$ cat src/rtl/uart_param.sv
// Parametrised full-duplex UART with a show-ahead RX FIFO carrying
// per-entry frame/parity error flags and a sticky overrun flag.
module uart_param #(
  parameter int unsigned CLK_HZ     = 50000000,
  parameter int unsigned BAUD       = 115200,
  parameter int unsigned DATA_BITS  = 8,
  parameter int unsigned PARITY     = 0,
  parameter int unsigned STOP_BITS  = 1,
  parameter int unsigned FIFO_DEPTH = 4
) (
  input  logic                 clk,
  input  logic                 nRst,
  input  logic                 transmit,
  input  logic [DATA_BITS-1:0] data_tx,
  output logic                 busy_tx,
  output logic                 tx,
  input  logic                 rx,
  input  logic                 rx_pop,
  output logic                 rx_valid,
  output logic [DATA_BITS-1:0] data_rx,
  output logic                 frame_err,
  output logic                 parity_err,
  output logic                 overrun,
  input  logic                 ovr_clr
);

  localparam int unsigned CLKS_PER_BIT = CLK_HZ / BAUD;
  localparam int unsigned CNT_W        = $clog2(STOP_BITS * CLKS_PER_BIT + 1);
  localparam int unsigned BIT_W        = $clog2(DATA_BITS);
  localparam int unsigned ENTRY_W      = DATA_BITS + 2;
  localparam int unsigned ADDR_W       = $clog2(FIFO_DEPTH);
  localparam int unsigned PTR_W        = ADDR_W + 1;

  typedef enum logic [2:0] {
    TX_IDLE, TX_START, TX_DATA, TX_PARITY, TX_STOP
  } tx_state_e;

  typedef enum logic [2:0] {
    RX_IDLE, RX_START, RX_DATA, RX_PARITY, RX_STOP
  } rx_state_e;

  // ---------------------------------------------------------------- TX path
  tx_state_e              tx_state_q, tx_state_d;
  logic [CNT_W-1:0]       tx_cnt_q, tx_cnt_d;
  logic [BIT_W-1:0]       tx_bit_q, tx_bit_d;
  logic [DATA_BITS-1:0]   tx_sh_q, tx_sh_d;
  logic                   tx_par_q, tx_par_d;
  logic                   tx_q, tx_d;
  logic                   busy_q, busy_d;

  // TX state register
  always_ff @(posedge clk or negedge nRst) begin
    if (!nRst) begin
      tx_state_q <= TX_IDLE;
      tx_cnt_q   <= '0;
      tx_bit_q   <= '0;
      tx_sh_q    <= '0;
      tx_par_q   <= 1'b0;
      tx_q       <= 1'b1;
      busy_q     <= 1'b0;
    end else begin
      tx_state_q <= tx_state_d;
      tx_cnt_q   <= tx_cnt_d;
      tx_bit_q   <= tx_bit_d;
      tx_sh_q    <= tx_sh_d;
      tx_par_q   <= tx_par_d;
      tx_q       <= tx_d;
      busy_q     <= busy_d;
    end
  end

  // TX next state: line level is registered one bit ahead of each state change
  always_comb begin
    tx_state_d = tx_state_q;
    tx_cnt_d   = tx_cnt_q;
    tx_bit_d   = tx_bit_q;
    tx_sh_d    = tx_sh_q;
    tx_par_d   = tx_par_q;
    tx_d       = tx_q;
    busy_d     = busy_q;
    unique case (tx_state_q)
      TX_IDLE: begin
        if (transmit) begin
          tx_state_d = TX_START;
          tx_cnt_d   = '0;
          tx_sh_d    = data_tx;
          tx_par_d   = (PARITY == 1) ? ~^data_tx : ^data_tx;
          tx_d       = 1'b0;
          busy_d     = 1'b1;
        end
      end
      TX_START: begin
        if (tx_cnt_q == CNT_W'(CLKS_PER_BIT - 1)) begin
          tx_state_d = TX_DATA;
          tx_cnt_d   = '0;
          tx_bit_d   = '0;
          tx_d       = tx_sh_q[0];
        end else begin
          tx_cnt_d = tx_cnt_q + CNT_W'(1);
        end
      end
      TX_DATA: begin
        if (tx_cnt_q == CNT_W'(CLKS_PER_BIT - 1)) begin
          tx_cnt_d = '0;
          if (tx_bit_q == BIT_W'(DATA_BITS - 1)) begin
            if (PARITY != 0) begin
              tx_state_d = TX_PARITY;
              tx_d       = tx_par_q;
            end else begin
              tx_state_d = TX_STOP;
              tx_d       = 1'b1;
            end
          end else begin
            tx_bit_d = tx_bit_q + BIT_W'(1);
            tx_sh_d  = tx_sh_q >> 1;
            tx_d     = tx_sh_q[1];
          end
        end else begin
          tx_cnt_d = tx_cnt_q + CNT_W'(1);
        end
      end
      TX_PARITY: begin
        if (tx_cnt_q == CNT_W'(CLKS_PER_BIT - 1)) begin
          tx_state_d = TX_STOP;
          tx_cnt_d   = '0;
          tx_d       = 1'b1;
        end else begin
          tx_cnt_d = tx_cnt_q + CNT_W'(1);
        end
      end
      TX_STOP: begin
        if (tx_cnt_q == CNT_W'(STOP_BITS * CLKS_PER_BIT - 1)) begin
          tx_state_d = TX_IDLE;
          tx_cnt_d   = '0;
          busy_d     = 1'b0;
        end else begin
          tx_cnt_d = tx_cnt_q + CNT_W'(1);
        end
      end
      default: tx_state_d = TX_IDLE;
    endcase
  end

  assign tx      = tx_q;
  assign busy_tx = busy_q;

  // ---------------------------------------------------------------- RX path
  logic                   rx_s1_q, rx_s2_q, rx_prev_q;
  rx_state_e              rx_state_q, rx_state_d;
  logic [CNT_W-1:0]       rx_cnt_q, rx_cnt_d;
  logic [BIT_W-1:0]       rx_bit_q, rx_bit_d;
  logic [DATA_BITS-1:0]   rx_sh_q, rx_sh_d;
  logic                   rx_par_q, rx_par_d;
  logic                   rx_perr_c;
  logic                   push_c;
  logic [ENTRY_W-1:0]     entry_c;

  // Two-flop synchroniser plus a history flop for start-edge detection
  always_ff @(posedge clk or negedge nRst) begin
    if (!nRst) begin
      rx_s1_q   <= 1'b1;
      rx_s2_q   <= 1'b1;
      rx_prev_q <= 1'b1;
    end else begin
      rx_s1_q   <= rx;
      rx_s2_q   <= rx_s1_q;
      rx_prev_q <= rx_s2_q;
    end
  end

  // RX state register
  always_ff @(posedge clk or negedge nRst) begin
    if (!nRst) begin
      rx_state_q <= RX_IDLE;
      rx_cnt_q   <= '0;
      rx_bit_q   <= '0;
      rx_sh_q    <= '0;
      rx_par_q   <= 1'b0;
    end else begin
      rx_state_q <= rx_state_d;
      rx_cnt_q   <= rx_cnt_d;
      rx_bit_q   <= rx_bit_d;
      rx_sh_q    <= rx_sh_d;
      rx_par_q   <= rx_par_d;
    end
  end

  // Parity check over received data plus the sampled parity bit
  always_comb begin
    rx_perr_c = 1'b0;
    if (PARITY == 2)      rx_perr_c = ^{rx_sh_q, rx_par_q};
    else if (PARITY == 1) rx_perr_c = ~^{rx_sh_q, rx_par_q};
  end

  // RX next state: count down to each bit centre, push at the first stop bit
  always_comb begin
    rx_state_d = rx_state_q;
    rx_cnt_d   = rx_cnt_q;
    rx_bit_d   = rx_bit_q;
    rx_sh_d    = rx_sh_q;
    rx_par_d   = rx_par_q;
    push_c     = 1'b0;
    entry_c    = {rx_perr_c, ~rx_s2_q, rx_sh_q};
    unique case (rx_state_q)
      RX_IDLE: begin
        if (rx_prev_q && !rx_s2_q) begin
          rx_state_d = RX_START;
          rx_cnt_d   = CNT_W'(CLKS_PER_BIT / 2);
        end
      end
      RX_START: begin
        if (rx_cnt_q == '0) begin
          if (rx_s2_q) begin
            rx_state_d = RX_IDLE;
          end else begin
            rx_state_d = RX_DATA;
            rx_cnt_d   = CNT_W'(CLKS_PER_BIT - 1);
            rx_bit_d   = '0;
          end
        end else begin
          rx_cnt_d = rx_cnt_q - CNT_W'(1);
        end
      end
      RX_DATA: begin
        if (rx_cnt_q == '0) begin
          rx_sh_d  = {rx_s2_q, rx_sh_q[DATA_BITS-1:1]};
          rx_cnt_d = CNT_W'(CLKS_PER_BIT - 1);
          if (rx_bit_q == BIT_W'(DATA_BITS - 1)) begin
            rx_state_d = (PARITY != 0) ? RX_PARITY : RX_STOP;
          end else begin
            rx_bit_d = rx_bit_q + BIT_W'(1);
          end
        end else begin
          rx_cnt_d = rx_cnt_q - CNT_W'(1);
        end
      end
      RX_PARITY: begin
        if (rx_cnt_q == '0) begin
          rx_par_d   = rx_s2_q;
          rx_state_d = RX_STOP;
          rx_cnt_d   = CNT_W'(CLKS_PER_BIT - 1);
        end else begin
          rx_cnt_d = rx_cnt_q - CNT_W'(1);
        end
      end
      RX_STOP: begin
        if (rx_cnt_q == '0) begin
          push_c     = 1'b1;
          rx_state_d = RX_IDLE;
        end else begin
          rx_cnt_d = rx_cnt_q - CNT_W'(1);
        end
      end
      default: rx_state_d = RX_IDLE;
    endcase
  end

  // ---------------------------------------------------------------- RX FIFO
  logic [ENTRY_W-1:0] mem_q [FIFO_DEPTH];
  logic [PTR_W-1:0]   wr_q, wr_d, rd_q, rd_d;
  logic [PTR_W-1:0]   count_c;
  logic               full_c, empty_c, pop_c, wr_en_c, ovr_set_c;
  logic [ADDR_W-1:0]  head_idx_c;
  logic [ENTRY_W-1:0] head_q, head_d;
  logic               valid_q, valid_d;
  logic               ovr_q, ovr_d;

  // FIFO control and next head, so the show-ahead outputs can be registered
  always_comb begin
    count_c    = wr_q - rd_q;
    full_c     = (count_c == PTR_W'(FIFO_DEPTH));
    empty_c    = (wr_q == rd_q);
    pop_c      = rx_pop && !empty_c;
    wr_en_c    = push_c && (!full_c || pop_c);
    ovr_set_c  = push_c && full_c && !pop_c;
    wr_d       = wr_q + PTR_W'(wr_en_c);
    rd_d       = rd_q + PTR_W'(pop_c);
    head_idx_c = rd_d[ADDR_W-1:0];
    valid_d    = (wr_d != rd_d);
    head_d     = '0;
    if (valid_d) begin
      if (wr_en_c && (wr_q[ADDR_W-1:0] == head_idx_c)) head_d = entry_c;
      else                                             head_d = mem_q[head_idx_c];
    end
    ovr_d = ovr_q;
    if (ovr_clr)   ovr_d = 1'b0;
    if (ovr_set_c) ovr_d = 1'b1;
  end

  // FIFO storage, pointers and registered head/status
  always_ff @(posedge clk or negedge nRst) begin
    if (!nRst) begin
      for (int unsigned i = 0; i < FIFO_DEPTH; i++) mem_q[i] <= '0;
      wr_q    <= '0;
      rd_q    <= '0;
      head_q  <= '0;
      valid_q <= 1'b0;
      ovr_q   <= 1'b0;
    end else begin
      if (wr_en_c) mem_q[wr_q[ADDR_W-1:0]] <= entry_c;
      wr_q    <= wr_d;
      rd_q    <= rd_d;
      head_q  <= head_d;
      valid_q <= valid_d;
      ovr_q   <= ovr_d;
    end
  end

  assign rx_valid   = valid_q;
  assign data_rx    = head_q[DATA_BITS-1:0];
  assign frame_err  = head_q[DATA_BITS];
  assign parity_err = head_q[DATA_BITS+1];
  assign overrun    = ovr_q;

endmodule

$ cat config.mk
export PLATFORM = sky130hd
export DESIGN_NAME = uart_param
export DESIGN_NICKNAME = d
export VERILOG_FILES = /design/src/rtl/uart_param.sv
export SDC_FILE = /design/constraint.sdc
export NUM_CORES = 1
export LEC_CHECK = 0
export CAP_MARGIN = 15
export CORE_ASPECT_RATIO = 2
export CORE_MARGIN = 5
export CORE_UTILIZATION = 56
export CTS_BUF_LIST = sky130_fd_sc_hd__clkbuf_4
export DETAILED_ROUTE_END_ITERATION = 12
export PLACE_DENSITY = 0.82
export SYNTH_ARGS = -nofsm -noshare
export SYNTH_HDL_FRONTEND = slang
export SYNTH_SLANG_ARGS = --single-unit
$ cat constraint.sdc
create_clock -name clk -period 3.05 [get_ports clk]
set_input_delay 0.4575 -clock clk [delete_from_list [all_inputs] [get_ports clk]]
set_output_delay 0.4575 -clock clk [all_outputs]
set_load 0.01 [all_outputs]
* After elaboration in Yosys (flattened, before gate mapping)
Cells that the tools add are included.
** Storage, ports and cells
- Flip-flop bits (word level) :: 109
- Bits of input ports :: 14
** Operators by class
- Add/subtract/negate cells :: 7
- Magnitude comparators :: 3
- Equal/unequal tests :: 32
- Muxes and demuxes :: 57
- Bitwise gates (word level) :: 3
- Reductions and logical operators :: 35
** Operator list (number)
- 9-bit 2-to-1 mux :: 7
- 3-bit 2-to-1 mux :: 18
- 10-bit 2-to-1 mux :: 5
- 40-bit bitwise mux :: 1
- 9-bit case mux with 4 select lines :: 1
- 2-bit != test, second input constant :: 16
- 3-bit case mux with 5 select lines :: 2
- 8-bit 2-to-1 mux :: 3
- 10-bit binary-select mux with 2-bit select :: 1
- 10-bit demux with 2-bit select :: 1
- 9-bit case mux with 2 select lines :: 1
- 8-bit case mux with 2 select lines :: 1
- 3-bit equality test, second input constant :: 5
- 3-bit by 2-bit equality test with 1-bit output, second input constant :: 4
- 3-bit case mux with 2 select lines :: 2
- 4-bit AND reduction :: 3
- 6-bit AND reduction :: 2
- 2-bit nonzero test :: 6
- 1-bit 2-to-1 mux :: 11
- 5-bit AND reduction :: 2
- 9-bit by 1-bit adder with 9-bit output, second input constant :: 1
- 9-bit equality test, second input constant :: 1
- 9-bit zero test :: 1
- 9-bit by 1-bit subtractor with 9-bit output, second input constant :: 1
- other kinds (24) :: 41

* Longest topological paths before layout
Gate-level depths: netlist of run 1.
- Depth in word-level cells :: 10
- Gate-level depth with buffers :: 15
- Depth with buffers taken out :: 13

* Worst setup path after synthesis of run 1
OpenSTA, ideal clock, no wires.
- Kind :: flip-flop to flip-flop
- Start point :: register wr_q[0]
- End point :: register head_q[0]
- Arrival time :: 3218 ps
- Required time :: 2917 ps
- Setup slack :: -302 ps
- Cell stages (with the launch flop) :: 16
- Clock period less this slack :: 3352 ps
- Cells stage by stage :: dfrtp_1 -> inv_1 -> ha_1 -> nor2b_1 -> or3_1 -> a21oi_4 -> nor2_1 -> ha_1 -> ha_1 -> xor2_1 -> xor2_1 -> or3_1 -> clkbuf_1 -> clkbuf_1 -> nand2_1 -> mux2i_1
** On the way
- Elaborated cells on any way between the ends :: 19
** RTL lines
- start: declaration :: line 260 : logic [PTR_W-1:0] wr_q, wr_d, rd_q, rd_d;
- start signal: assignment :: line 301 : wr_q <= wr_d;
- 3-bit subtractor / 3-bit equality test (equally long branches) :: line 270, 272
- 3-bit equality test / 1-bit zero test (equally long branches) :: line 271, 273
- 1-bit zero test / 1-bit logical AND (equally long branches) :: line 274, 273
- 1-bit logical OR :: line 274 : wr_en_c = push_c && (!full_c || pop_c);
- 1-bit logical AND :: line 274
- 3-bit by 1-bit adder with 3-bit output (*) :: line 276 : wr_d = wr_q + PTR_W'(wr_en_c);
- named net wr_d[2] :: line 260
- 3-bit != test (*) :: line 279 : valid_d = (wr_d != rd_d);
- named net valid_d :: line 265 : logic valid_q, valid_d;
- 10-bit 2-to-1 mux (*) :: line 281 : if (valid_d) begin
- named net head_d[0] :: line 264 : logic [ENTRY_W-1:0] head_q, head_d;
- end signal: assignment :: line 296 : head_q <= '0;
- end signal: assignment :: line 303 : head_q <= head_d;
- end: declaration :: line 264
The timed path passes the listed nets; every way through them passes the cells marked *. The select of a mux whose other input is x is not followed.
A chain may end at the register's enable or synchronous reset.

* Worst setup path after layout of run 1
- Start point :: register wr_q[0]
- End point :: register head_q[4]
** On the way
- Elaborated cells on any way between the ends :: 19
** RTL lines (line)
- 3-bit subtractor / 3-bit equality test (equally long branches) :: 270, 272
- 3-bit equality test / 1-bit zero test (equally long branches) :: 271, 273
- 1-bit zero test / 1-bit logical AND (equally long branches) :: 274, 273
- 1-bit logical OR :: 274
- 1-bit logical AND :: 274
- 3-bit by 1-bit adder with 3-bit output (*) :: 276
- named net wr_d[2] :: 260
- 3-bit != test (*) :: 279
- 10-bit 2-to-1 mux (*) :: 281
- named net head_d[4] :: 264
Marked as above.

==> impl_metrics.toml, run 1 <==
[status]
status = "completed"

[timing]
final.setup_skew_ps = 18.9
hold_viol = 0
tightest_slew_ps = 1090
fin_crit_ps = 2910
setup_tns_ps = 0
timing.final.max_slew_violations = 0
rsz0062_at_grt = "no"
fin_crit_sh_pct = 95.3
fmax_mhz = 344
relSlewSlack_pct = 26.7
setup_viol = 0
finalWorstSetupSlack_ps = 145

[power_and_ir_drop]
leakage_nw = 2.57
power_density_nw_per_um2 = 572
ir_worst_vdd_mv = 0.368

[finish]
finalNetCount = 503
fin_area_um2 = 5710
drive_above_1_share_pct = 20.9
area_delta_synth_final_pct = 10.8
finalNonFillerCells = 581
final_util_pct = 63.3
num_antenna_cells = 0

[logic_synthesis]
ys_top_cells_by_area = "dfrtp_1 49%, mux2_2 6.3%, mux2i_1 4.5%"
avgSynthCellArea_um2 = 11.6
synth_fp_nets = 470
syn_area_um2 = 5150
ys_ff_latch = 104
yosysTopAreaCell = "dfrtp_1"
synth_flop_cell = "dfrtp_1"
ys_async_sr_fraction_pct = 100
yosys_warnings = 0
ys_types = 56
synth_top_area_share_pct = 48.6
synth_edf_count = 0
synthCells = 442
ys_seq_area_share_pct = 50.6

[place]
post-dp-hpwl_mm = 7.00
placed_area_um2 = 5560
place_congestion = 0.820
place_ws_ps = -10.3
place.port_buffers = 26
dp.cells = 563

[route]
first_iter_violations = 200
drtAntennaViolNets = 0
detail_route.wl_per_cell_um = 16.9
wl_mm = 9.80
drc = 0
vias_per_cell = 5.96
drt_pass1_iterations = 4
dr_total_vias = 3462

[floorplanning]
die_w_um = 77.8
rows = 49
dieArea_um2 = 11300
initial_core_util_pct = 57.1
ios = 28
core_um2 = 9010
fp.dieH_um = 146

[critical_path]
crit_type = "reg -> reg"
required_ps = 3390
path_max_fanout = 19
arrival_ps = 3240
cp-start-kind = "register"
cp-end-kind = "register"

[clock_tree]
cts_made_buffers = 9
cts.htree.levels = 3
cts_root_buf = "clkbuf_4"
clk_latency_ps = 460
post_cts_resized = 0
clock-sinks = 104
clk_path_buf_depth = 2
clk_pin_slew_ps = 160
cts_tree = "built"

[grt]
grt_overflow = 0
track_usage_pct = 17.9
grt_pass1_wl_mm = 16.6
antenna_found_initial = 0
grt_pass1_vias = 3583
grt_max_degree = 62

[flow_run]
maxCapViolations = 0

[hold_path]
hp-class = "reg -> reg"
synthesized netlist by cell type, types with 2 or more instances:
master / number
a31oi_1: 8
nor2b_1: 4
xor2_1: 6
inv_1: 13
clkbuf_1: 14
and2_1: 4
mux2_2: 29
nand2b_1: 9
a21o_1: 2
and3_1: 5
dfstp_2: 4
ha_1: 14
or3_1: 7
mux2_1: 4
or4_1: 3
a21oi_1: 14
a32o_1: 2
mux2_4: 8
o21ba_2: 3
nor2_1: 23
nor3_1: 4
o21ai_1: 3
nor4_4: 4
nor3b_1: 2
o221ai_1: 2
buf_2: 4
nand2_1: 45
mux4_2: 9
mux2i_1: 23
o21ai_0: 27
xnor2_1: 5
a22oi_1: 2
nand3_1: 7
o21a_1: 2
dfrtp_1: 100
nand4_1: 3
o31ai_1: 4
o21bai_1: 2
cells by family after synthesis:
logic type,Yosys count,synth area share [%]
simple gates,127,13.5
flops,104,50.6
compound gates,79,9.79
mux,73,18.0
buf+inv,33,2.72
fa+ha+maj,14,3.40
xor+xnor,11,1.87
other cells,1,0.0728
per-layer routing:
layer,vias to the layer above,routed length (um),track usage [%]
li1,1642,-,-
met4,0,249,7.66
met3,20,266,2.73
met2,61,5460,32.3
met1,1739,3820,20.4
met5,-,0,0
flip-flops by register name, summed over array words and instances (netlist names), 3 cells and up:
| name | flops |
|---|---|
| head_q | 9 |
| mem_q | 36 |
| rd_q | 3 |
| rx_bit_q | 3 |
| rx_cnt_q | 9 |
| rx_sh_q | 8 |
| rx_state_q | 3 |
| tx_bit_q | 3 |
| tx_cnt_q | 9 |
| tx_sh_q | 8 |
| tx_state_q | 3 |
| wr_q | 3 |
power by group:
part           total, W  switching [W]  internal, W
Sequential      0.00170       0.000164      0.00154
Combinational  0.000928       0.000510     0.000418
Clock          0.000636       0.000453     0.000183
what timing repair did:
action	4_1_cts	5_1_grt
setup buffers	0	2
endpoints found under the setup margin	0	1
hold buffers	1	0
hold endpoints to repair	39	0
worst max-delay path, cell delays in order (launching register included):
cell	delay [ps]
dfrtp_2	460
inv_2	80
ha_1	190
nor2b_1	140
or3_4	340
a21oi_4	170
nor2_1	60
ha_2	160
ha_2	170
xor2_1	160
xor2_1	170
or3_1	310
buf_4	210
nand2_1	90
mux2i_1	90
worst paths after layout:
kind	end	depth (start not counted)	slack, ps	startpoint
setup / recovery	head_q[4]	14	140	wr_q[0]
hold / removal	rx_s2_q	0	360	rx_s1_q
setup reg to reg	head_q[4]	14	140	wr_q[0]
hold reg to reg	rx_s2_q	0	360	rx_s1_q
max in group asynchronous	rx_sh_q[2]	3	1810	nRst
min in group asynchronous	rx_cnt_q[8]	2	530	nRst
cell type report:
class | count | area [um2]
Clock buffer | 10 | 75.1
Tap cell | 102 | 128
Timing Repair Buffer | 42 | 393
Inverter | 13 | 48.8
Fill cell | 675 | 3310
Multi-Input combinational cell | 305 | 2410
Clock inverter | 5 | 41.3
Sequential cell | 104 | 2610
cell usage in the layout, fill, tap and decap left out, types with 8 or more instances in the layout:
master            n
nand2_1          45
mux2i_1          23
buf_4            15
mux2_2           29
ha_1             12
mux4_2            9
nor2_1           23
dfrtp_1          99
inv_1            12
o21ai_0          27
nand2b_1          9
clkbuf_4         10
a31oi_1           8
a21oi_1          14
clkdlybuf4s50_1  25
mux2_4            8
stage by stage:
step | total power (W) | hold slack, ps
final | 0.00327 | 364
after global routing | 0.00347 | 379
after CTS | 0.00330 | 366
after detailed placement | 0.00266 | 349
after global placement | 0.00262 | 346
after floorplan | 0.00240 | 162
(Power assumes the default switching activity.)
==> inputs of run 2 (changes only) <==
--- a/config.mk
+++ b/config.mk
@@ -8,10 +8,10 @@
 export CAP_MARGIN = 15
 export CORE_ASPECT_RATIO = 2
 export CORE_MARGIN = 5
-export CORE_UTILIZATION = 56
+export CORE_UTILIZATION = 45
 export CTS_BUF_LIST = sky130_fd_sc_hd__clkbuf_4
 export DETAILED_ROUTE_END_ITERATION = 12
-export PLACE_DENSITY = 0.82
+export PLACE_DENSITY = 0.69
 export SYNTH_ARGS = -nofsm -noshare
 export SYNTH_HDL_FRONTEND = slang
 export SYNTH_SLANG_ARGS = --single-unit
==> impl_metrics.toml, run 2 (synthesized netlist as in run 1, its figures left out) <==
[finish]
fin_area_um2 = 5790
final-seq-area_um2 = 2610
finalNonFillerCells = 622
num_antenna_cells = 0
multi_input_area_um2 = 2410
finalNetCount = 503
layout_commonest_cell = "dfrtp_1"
final_util_pct = 51.3
area_delta_synth_final_pct = 12.4
drive_above_1_share_pct = 21.0
final_cell_mix = "99 x dfrtp_1, 45 x nand2_1, 29 x mux2_2, 27 x o21ai_0, 25 x clkdlybuf4s50_1"
largest_reg_flops = 36
top_register = "mem_q"
fill_cells = 1008

[grt]
grt_pass1_vias = 3550
antenna_found_initial = 0
grt_pass1_wl_mm = 16.8
grt_max_degree = 68
track_usage_pct = 14.9
grt_overflow = 0

[critical_path]
r2r-end = "head_q[6]"
path_cells = "inv_2, ha_1, nor2b_1, or3_4, a21oi_4, nor2_1, ha_2, ha_2, xor2_1, xor2_1, or3_1, buf_4, nand2_1, mux2i_1"
required_ps = 3390
arrival_ps = 3220
max_stage_delay_ps = 490
cpMaxStageDelayCell = "dfrtp_2"
path_max_fanout = 19
crit_type = "reg -> reg"
r2r-start = "wr_q[0]"
cp-end-kind = "register"
r2r_setup_slack_ps = 170
cp-start-kind = "register"
rr_worst_depth = 14

[route]
first_iter_violations = 145
drc = 0
drt_pass1_iterations = 4
drtAntennaViolNets = 0
dr_total_vias = 3389
vias_per_cell = 5.45
detail_route.wl_per_cell_um = 15.3
wl_mm = 9.53

[place]
placed_area_um2 = 5620
post-dp-hpwl_mm = 6.89
place.port_buffers = 26
place_congestion = 0.900
dp.cells = 604

[timing]
tightest_slew_ps = 1070
fmax_mhz = 348
fin_crit_ps = 2880
setup_tns_ps = 0
relSlewSlack_pct = 27.8
timing.final.max_slew_violations = 0
final.setup_skew_ps = 21.0
hold_viol = 0
setup_viol = 0
rsz0062_at_grt = "no"
fin_crit_sh_pct = 94.3

[power_and_ir_drop]
net-switching-power_w = 0.00113
power_w = 0.00336
swShare_pct = 33.5
ir_worst_vdd_mv = 0.323
leakage_nw = 2.58
power_density_nw_per_um2 = 581
clkPwrFrac_pct = 22.0
power_frac_seq_pct = 50.7
intPower_w = 0.00224
combPwrFrac_pct = 27.3

[floorplanning]
dieArea_um2 = 13800
initial_core_util_pct = 45.6
die_w_um = 85.6
core_um2 = 11300
ios = 28
rows = 55
fp.dieH_um = 161

[clock_tree]
cts_made_buffers = 9
cts.htree.levels = 3
clk_pin_slew_ps = 160
clock-sinks = 104
clk_path_buf_depth = 2
cts_tree = "built"
clk_latency_ps = 450
post_cts_resized = 0
cts_root_buf = "clkbuf_4"

[hold_path]
min-delay-start = "rx_s1_q"
worstHoldPathCells = 0
hp-class = "reg -> reg"
hold_end = "rx_s2_q"

[status]
status = "completed"

[flow_run]
maxCapViolations = 0
==> run 2: worst max path at each step <==
stage,start,depth (start not counted),to
floorplan,wr_q[0],15,head_q[8]
global placement,rx_pop,12,head_q[8]
detailed placement,rx_pop,12,head_q[7]
CTS,wr_q[0],14,head_q[7]
global route,wr_q[0],14,head_q[3]
finish,wr_q[0],14,head_q[6]
==> run 2: area by class of cell <==
cell class              instances  share of cell area [%]
repair buffers                 42                    6.79
well taps                     142                    3.07
clock inverters                 6                    1.30
multi-input cells             305                    41.6
flip-flops and latches        104                    45.1
clock buffers                  10                    1.30
inverters                      13                   0.843
==> run 2: power groups by stage <==
| stage | Sequential (W) | Clock (W) | Combinational [W] |
|---|---|---|---|
| 3_5_place_dp | 0.00173 | 0 | 0.000932 |
| 5_1_grt | 0.00173 | 0.000824 | 0.00104 |
| 6_report | 0.00171 | 0.000739 | 0.000919 |
| 4_1_cts | 0.00171 | 0.000772 | 0.000941 |
| 2_1_floorplan | 0.00168 | 0 | 0.000718 |
| 3_3_place_gp | 0.00172 | 0 | 0.000913 |
==> run 2: repair_timing <==
item	4_1_cts	5_1_grt
endpoints found under the hold margin	34	0
hold buffers	1	0
setup endpoints to repair	0	2
buffers inserted	0	1
==> run 2: metrics by stage <==
step / hold WS [ps] / setup slack, ps
2_1_floorplan: 162 / 12.4
5_1_grt: 349 / 10.1
4_1_cts: 341 / 144
6_report: 343 / 174
3_5_place_dp: 348 / 71.8
3_3_place_gp: 345 / 128
==> run 2: worst max-delay path: cells and delay by family (launching register included) <==
family / cells / cell delay [ps]
buffers and inverters: 2 / 290
multiplexers: 1 / 70
AO/OA/AOI/OAI: 1 / 150
flip-flops: 1 / 490
adder cells (fa/ha/maj): 3 / 510
XOR/XNOR: 2 / 310
AND/OR/NAND/NOR: 5 / 920
==> run 2: per-layer routing <==
metal | GRT usage [%] | wire length, um | share of wire [%] | vias to the layer above
met5 | 0 | 0 | 0 | -
met4 | 4.68 | 111 | 1.2 | 0
met3 | 3.01 | 296 | 3.1 | 7
met2 | 27.9 | 5400 | 57 | 51
met1 | 16.6 | 3720 | 39 | 1687
li1 | - | - | - | 1644
